**src/rtl/approx_multiplier_4x4_if.sv**
```systemverilog
// Operand/product bus for approx_multiplier_4x4.
// err_flag exists only when APPROX_ERR_FLAG_EN is defined.
interface approx_multiplier_4x4_if;
   localparam int unsigned OP_W   = 4;
   localparam int unsigned PROD_W = 8;

   logic              in_valid;
   logic [OP_W-1:0]   A;
   logic [OP_W-1:0]   X;
   logic              out_valid;
   logic [PROD_W-1:0] product;
`ifdef APPROX_ERR_FLAG_EN
   logic              err_flag;

   modport master (output in_valid, A, X, input out_valid, product, err_flag);
   modport slave  (input in_valid, A, X, output out_valid, product, err_flag);
`else
   modport master (output in_valid, A, X, input out_valid, product);
   modport slave  (input in_valid, A, X, output out_valid, product);
`endif
endinterface

```
**src/rtl/approx_multiplier_4x4.sv**
```systemverilog
// Registered 4x4 unsigned approximate recursive multiplier built from four 2x2 blocks.
// Optional APPROX_ERR_FLAG_EN adds a registered err_flag (approx != exact).
module approx_multiplier_4x4 #(
   parameter logic [3:0] APPROX_MASK = 4'b1111
) (
   input  logic                         clk,
   input  logic                         rst,
   approx_multiplier_4x4_if.slave       bus
);
   localparam int unsigned OP_W   = 4;
   localparam int unsigned HALF_W = 2;
   localparam int unsigned SUB_W  = 4;
   localparam int unsigned PROD_W = 8;

   // 2x2 sub-multiplier; the approximate form maps 3*3 to 7 so it fits in 3 bits
   function automatic logic [SUB_W-1:0] mul2x2(input logic [HALF_W-1:0] a,
                                               input logic [HALF_W-1:0] b,
                                               input logic              approx);
      logic [SUB_W-1:0] r;
      r = SUB_W'(a) * SUB_W'(b);
      if (approx && (a == 2'd3) && (b == 2'd3)) begin
         r = 4'd7;
      end
      return r;
   endfunction

   logic [HALF_W-1:0] al_c, ah_c, xl_c, xh_c;
   logic [SUB_W-1:0]  ll_c, hl_c, lh_c, hh_c;
   logic [PROD_W-1:0] p_c;

   logic [PROD_W-1:0] product_d, product_q;
   logic              out_valid_d, out_valid_q;

   // Operand split and recombination of the sub-products with exact adders
   always_comb begin
      al_c = bus.A[1:0];
      ah_c = bus.A[3:2];
      xl_c = bus.X[1:0];
      xh_c = bus.X[3:2];
      ll_c = mul2x2(al_c, xl_c, APPROX_MASK[0]);
      hl_c = mul2x2(ah_c, xl_c, APPROX_MASK[1]);
      lh_c = mul2x2(al_c, xh_c, APPROX_MASK[2]);
      hh_c = mul2x2(ah_c, xh_c, APPROX_MASK[3]);
      p_c  = PROD_W'(ll_c)
           + ((PROD_W'(hl_c) + PROD_W'(lh_c)) << 2)
           + (PROD_W'(hh_c) << 4);
   end

   // Product holds across idle cycles; out_valid follows in_valid
   always_comb begin
      product_d   = product_q;
      out_valid_d = bus.in_valid;
      if (bus.in_valid) begin
         product_d = p_c;
      end
   end

   always_ff @(posedge clk) begin
      if (rst) begin
         product_q   <= '0;
         out_valid_q <= 1'b0;
      end else begin
         product_q   <= product_d;
         out_valid_q <= out_valid_d;
      end
   end

   assign bus.product   = product_q;
   assign bus.out_valid = out_valid_q;

`ifdef APPROX_ERR_FLAG_EN
   logic [PROD_W-1:0] exact_c;
   logic              err_flag_d, err_flag_q;

   // Reference exact product for the error indicator
   always_comb begin
      exact_c    = PROD_W'(bus.A) * PROD_W'(bus.X);
      err_flag_d = 1'b0;
      if (bus.in_valid) begin
         err_flag_d = (p_c != exact_c);
      end
   end

   always_ff @(posedge clk) begin
      if (rst) begin
         err_flag_q <= 1'b0;
      end else begin
         err_flag_q <= err_flag_d;
      end
   end

   assign bus.err_flag = err_flag_q;
`endif

endmodule

```
**src/flat_wrapper.sv**
```systemverilog
// flat-port wrapper written by rule: the top's interface ports become plain ports
module approx_multiplier_4x4_flat 
#(
   parameter logic [3:0] APPROX_MASK = 4'b1111
)
  (clk, rst, bus_in_valid, bus_A, bus_X, bus_out_valid, bus_product);
  approx_multiplier_4x4_if bus_i ();
  input  logic clk;
  input  logic rst;
  input wire logic [$bits(bus_i.in_valid)-1:0] bus_in_valid;
  input wire logic [$bits(bus_i.A)-1:0] bus_A;
  input wire logic [$bits(bus_i.X)-1:0] bus_X;
  output wire logic [$bits(bus_i.out_valid)-1:0] bus_out_valid;
  output wire logic [$bits(bus_i.product)-1:0] bus_product;
  assign bus_i.in_valid = bus_in_valid;
  assign bus_i.A = bus_A;
  assign bus_i.X = bus_X;
  assign bus_out_valid = bus_i.out_valid;
  assign bus_product = bus_i.product;
  approx_multiplier_4x4 #(.APPROX_MASK(APPROX_MASK)) u_core (.clk(clk), .rst(rst), .bus(bus_i));
endmodule
```
**config.mk**
```make
export PLATFORM = sky130hd
export DESIGN_NAME = approx_multiplier_4x4_flat
export DESIGN_NICKNAME = d
export VERILOG_FILES = /design/src/rtl/approx_multiplier_4x4_if.sv /design/src/rtl/approx_multiplier_4x4.sv /design/src/flat_wrapper.sv
export SDC_FILE = /design/constraint.sdc
export NUM_CORES = 1
export LEC_CHECK = 0
export CORE_UTILIZATION = 46
export CTS_BUF_LIST = sky130_fd_sc_hd__clkbuf_8
export CTS_CLUSTER_DIAMETER = 50
export DETAILED_ROUTE_END_ITERATION = 10
export GPL_TIMING_DRIVEN = 0
export PLACE_DENSITY = 0.76
export SLEW_MARGIN = 40
export SYNTH_ARGS = -nofsm -noshare
export SYNTH_HDL_FRONTEND = slang
export SYNTH_SLANG_ARGS = --single-unit
```
**constraint.sdc**
```tcl
create_clock -name clk -period 3.2 [get_ports clk]
set_input_delay 0.8 -clock clk [delete_from_list [all_inputs] [get_ports clk]]
set_output_delay 0.8 -clock clk [all_outputs]
set_load 0.01 [all_outputs]
```
Word level (Yosys, flattened, before mapping)
Cells that the tools add are included.
Word-level totals
  bits in registers: 9
  output and inout bits: 9
  word-level logic and storage cells: 21
Cells by class
  add/subtract/negate cells: 3
  multipliers: 4
  equality and inequality tests: 4
  multiplexer cells: 4
  reductions and logical operators: 4
Operators with widths (count)
  $mul A2 B2 Y4: 4
  $mux W4: 4
  $add A4 B8 Y8: 1
  $add A8 B8 Y8: 1
  $eq A2 B2 Y1 const B: 4
  $add A4 B4 Y5: 1
  $logic_and A1 B1 Y1: 4

Logic depth before layout (Yosys ltp)
  depth in word-level cells: 6
  mapped depth: 12
  gate-level depth less buffers: 12

Worst setup path after synthesis
OpenSTA, ideal clock, no wires.
  path type: input to register
  start: in bus_A[2]
  end: reg u_core.product_q[7] (netlist: u_core.bus.product[7])
  library setup time: 122 ps
  data arrival time: 3063 ps
  data required time: 3078 ps
  slack: 15 ps
  stages on the path: 12
  cell sequence: and2_2 -> ha_1 -> ha_1 -> nand2b_1 -> ha_1 -> a21oi_1 -> xnor2_1 -> ha_1 -> a21o_1 -> a21oi_2 -> a21boi_2 -> a311o_1
Between the ends
  word-level cells in the longest chain between the ends: 6
  elaborated cells on any way between the ends: 10
RTL lines
  start, declared: line flat_wrapper.sv:11  | input wire logic [$bits(bus_i.A)-1:0] bus_A;
  branches (longest 5 deep; another with $add A4 B8 Y8)
  $add A8 B8 Y8 *: line approx_multiplier_4x4.sv:46  | + (PROD_W'(hh_c) << 4);
  end signal, assigned: line approx_multiplier_4x4.sv:63  | product_q <= product_d;
  end, declared: line approx_multiplier_4x4.sv:31  | logic [PROD_W-1:0] product_d, product_q;
Mark *: on every way between the ends.
A chain may end at the register's enable or synchronous reset.

Worst setup path in the final report
  start: in bus_X[3]
  end: reg u_core.product_q[7] (netlist: u_core.bus.product[7])
Between the ends
  word-level cells in the longest chain between the ends: 6
  elaborated cells on any way between the ends: 10
RTL lines
  start, declared: line flat_wrapper.sv:12  | input wire logic [$bits(bus_i.X)-1:0] bus_X;
  branches (longest 5 deep; another with $add A4 B8 Y8)
  $add A8 B8 Y8 *: line approx_multiplier_4x4.sv:46
Marks and branches as above.

==> run metrics <==
leading area contributor after synthesis=ha_1; Post-Syn Instances=approximately 110; Antenna diodes=0; final wirelength=1810 um; CTS tree=yes; FF-to-FF path depth=2; Crit. End Element=register; endpoints failing hold=0; Tcrit/Tclk final=96.0%; Starting Density=between 40% and 50%; post-DR vias/cell=5.15; area of the multi-input gates=approximately 820 um^2; Pre-antenna DRT Iters=4; WL per Instance=11.4 um; Root Buffer=clkbuf_8; yosys warns=0; critical path type=primary input to register; Syn Area/Cell=8.85 um^2; Max Root-Sink Buffers=2; commonest non-fill, non-tap cell in the layout=ha_1; Die Y=47.6 um; Synth area leaders=ha_1 (22%), dfxtp_1 (19%), and2_1 (9.2%), nand2b_1 (4.6%), fa_1 (4.2%); Critical Path RT=about 3.3 ns; std cell rows=16; status=finished clean; share of layout cells above drive strength 1=about a quarter; cell area after layout=0.00128 mm^2; final-stage net count=163; Register Area=between 150 and 200 um^2; antenna violations before repair=0; setup violators final=0; pwr/cell area=340 mW/mm^2; final worst slack=0.127 ns; CTS sink cnt=9; Setup Skew=0 ns; Placed Instance Area=about 0.0012 mm^2; Worst Hold Class=register to register; Boundary Pins=20; most frequent cells in the layout=ha_1 (13), and2_1 (12), clkdlybuf4s50_1 (11); DR DRC count=0; global-route wire length before repair=2840 um; Worst-Margin Slew=between 0.2 and 0.3 ns; Core Box Area=around 0.0020 mm^2; Top FF cell, synth=dfxtp_1; Arr. time, crit path=roughly 3.2 ns; Setup Slack @ Placement=-0.671 ns; H-tree depth=1; CP startpoint kind=primary input; CTS Buf Count=3; Max Freq=roughly 0.33 GHz; setup TNS=0 ns; vias in the first global route=just over 700; FF-to-FF setup slack=around 2.3 ns; leakage power=0.000615 uW; Layout fillers=174; Starting DRT DRC Count=7; top cell type's share of synthesized area=about 22%; Vias=roughly 820; fin. max-slew vios=0; largest net degree at the start of global routing=11; Hold Path Cell Cnt=2; post-synth cell types=35; Seq cells post-synth=9; Worst-path clk slew=0.05 ns; Buffers on Ports=19; Syn-to-layout area delta=33.5%; final core occ=65.1%; hold buffers post-CTS=0; remaining global-route overflow=0; Tot GR Track Use=between 10% and 20%; Max-slew headroom=81.1%; register area share after synthesis=a little under a fifth; die area=0.00226 mm^2; GPL Wtd Cong=a little over 0.8; crit path max fanout=5; Post-synth ARST share=0%; MaxCap Viol Count=0; EDFF count, synth=0; post-DP HPWL=1430 um; clk_lat worst skew=0.22 ns; Synth Cell Area=approximately 960 um^2; Die W=between 40 and 50 um; ANT nets after route=0; Mapped Nets=~140; peak supply drop=around 190 uV; minimum clock period=roughly 3.1 ns
cell usage after synthesis, types with 2 or more instances:
cell type and instances:
a21o_1 3, nand2_1 4, mux2i_1 2, or2b_1 2, and2_2 4, fa_1 2
a21oi_1 3, nor2_1 5, nor2b_1 2, nor3b_1 3, and2_1 14, buf_2 2
o21ai_0 2, ha_1 17, xnor2_1 3, dfxtp_1 9, nand2b_1 7, inv_1 7
final timing paths:
| check | startpoint | endpoint |
|---|---|---|
| hold / removal | u_core.bus.product[0] | u_core.bus.product[0] |
| setup reg to reg | u_core.bus.product[6] | u_core.bus.product[6] |
| hold reg to reg | u_core.bus.product[0] | u_core.bus.product[0] |
| setup / recovery | bus_X[3] | u_core.bus.product[7] |
layout make-up:
cell class              count  share of cell area (%)
multi-input cells          90                    64.5
flip-flops and latches      9                    14.1
repair buffers             20                    12.4
clock buffers               3                    3.24
well taps                  27                    2.65
inverters                   7                    2.06
plain buffers               2                   0.784
clock inverters             1                   0.294
repair_timing:
item / CTS / global route
gates resized for setup: 21 / 18
setup endpoints to repair: 3 / 3
pin swaps: 4 / 9
setup buffers: 1 / 0
cloned: 0 / 0
state kept, by name, indices dropped and copies added (netlist names):
name and cells:
u_core.bus.product 8, u_core.bus.out_valid 1
worst max-delay path, stage by stage:
cell	delay [ns]
buf_2	0.13
and2_4	0.16
ha_1	0.29
nand2b_4	0.16
ha_4	0.23
a21o_1	0.17
a21oi_2	0.15
xnor2_1	0.13
ha_1	0.27
a21o_1	0.20
a21oi_2	0.17
a21boi_2	0.07
a311o_1	0.26
through the flow:
step                power [uW]  hold WS (ns)  cells
finish                     434         0.471    159
detailed placement         291         0.467    154
floorplan                  234         0.489    108
global route               466         0.500    159
global placement           286         0.455    154
CTS                        432         0.473    159
kinds of logic (layout without fill, tap and decap cells):
kind of cell    Yosys count  after routing  share of synthesized area, %
fa+ha+maj                19             19                          26.4
buf+inv                   9             33                          3.80
simple gates             49             49                          32.9
mux                       2              2                          2.09
xor+xnor                  3              3                          2.75
flops                     9              9                          18.8
compound gates           17             17                          13.2
metal layers:
| metal | up-vias | global-route usage [%] | part of all wire (%) |
|---|---|---|---|
| li1 | 420 | - | - |
| met1 | 373 | 22.3 | 45 |
| met4 | 0 | 16.7 | 3.8 |
| met3 | 6 | 1.13 | 2.4 |
| met5 | - | 0 | 0 |
| met2 | 20 | 29.0 | 48 |
where the power goes:
group	internal [uW]	leakage, uW	total (uW)	switching, uW
logic	98.3	0.000514	180	82.2
clock network	83.3	0.0000269	125	41.8
registers	124	0.0000741	128	4.41
(Power assumes the default switching activity.)
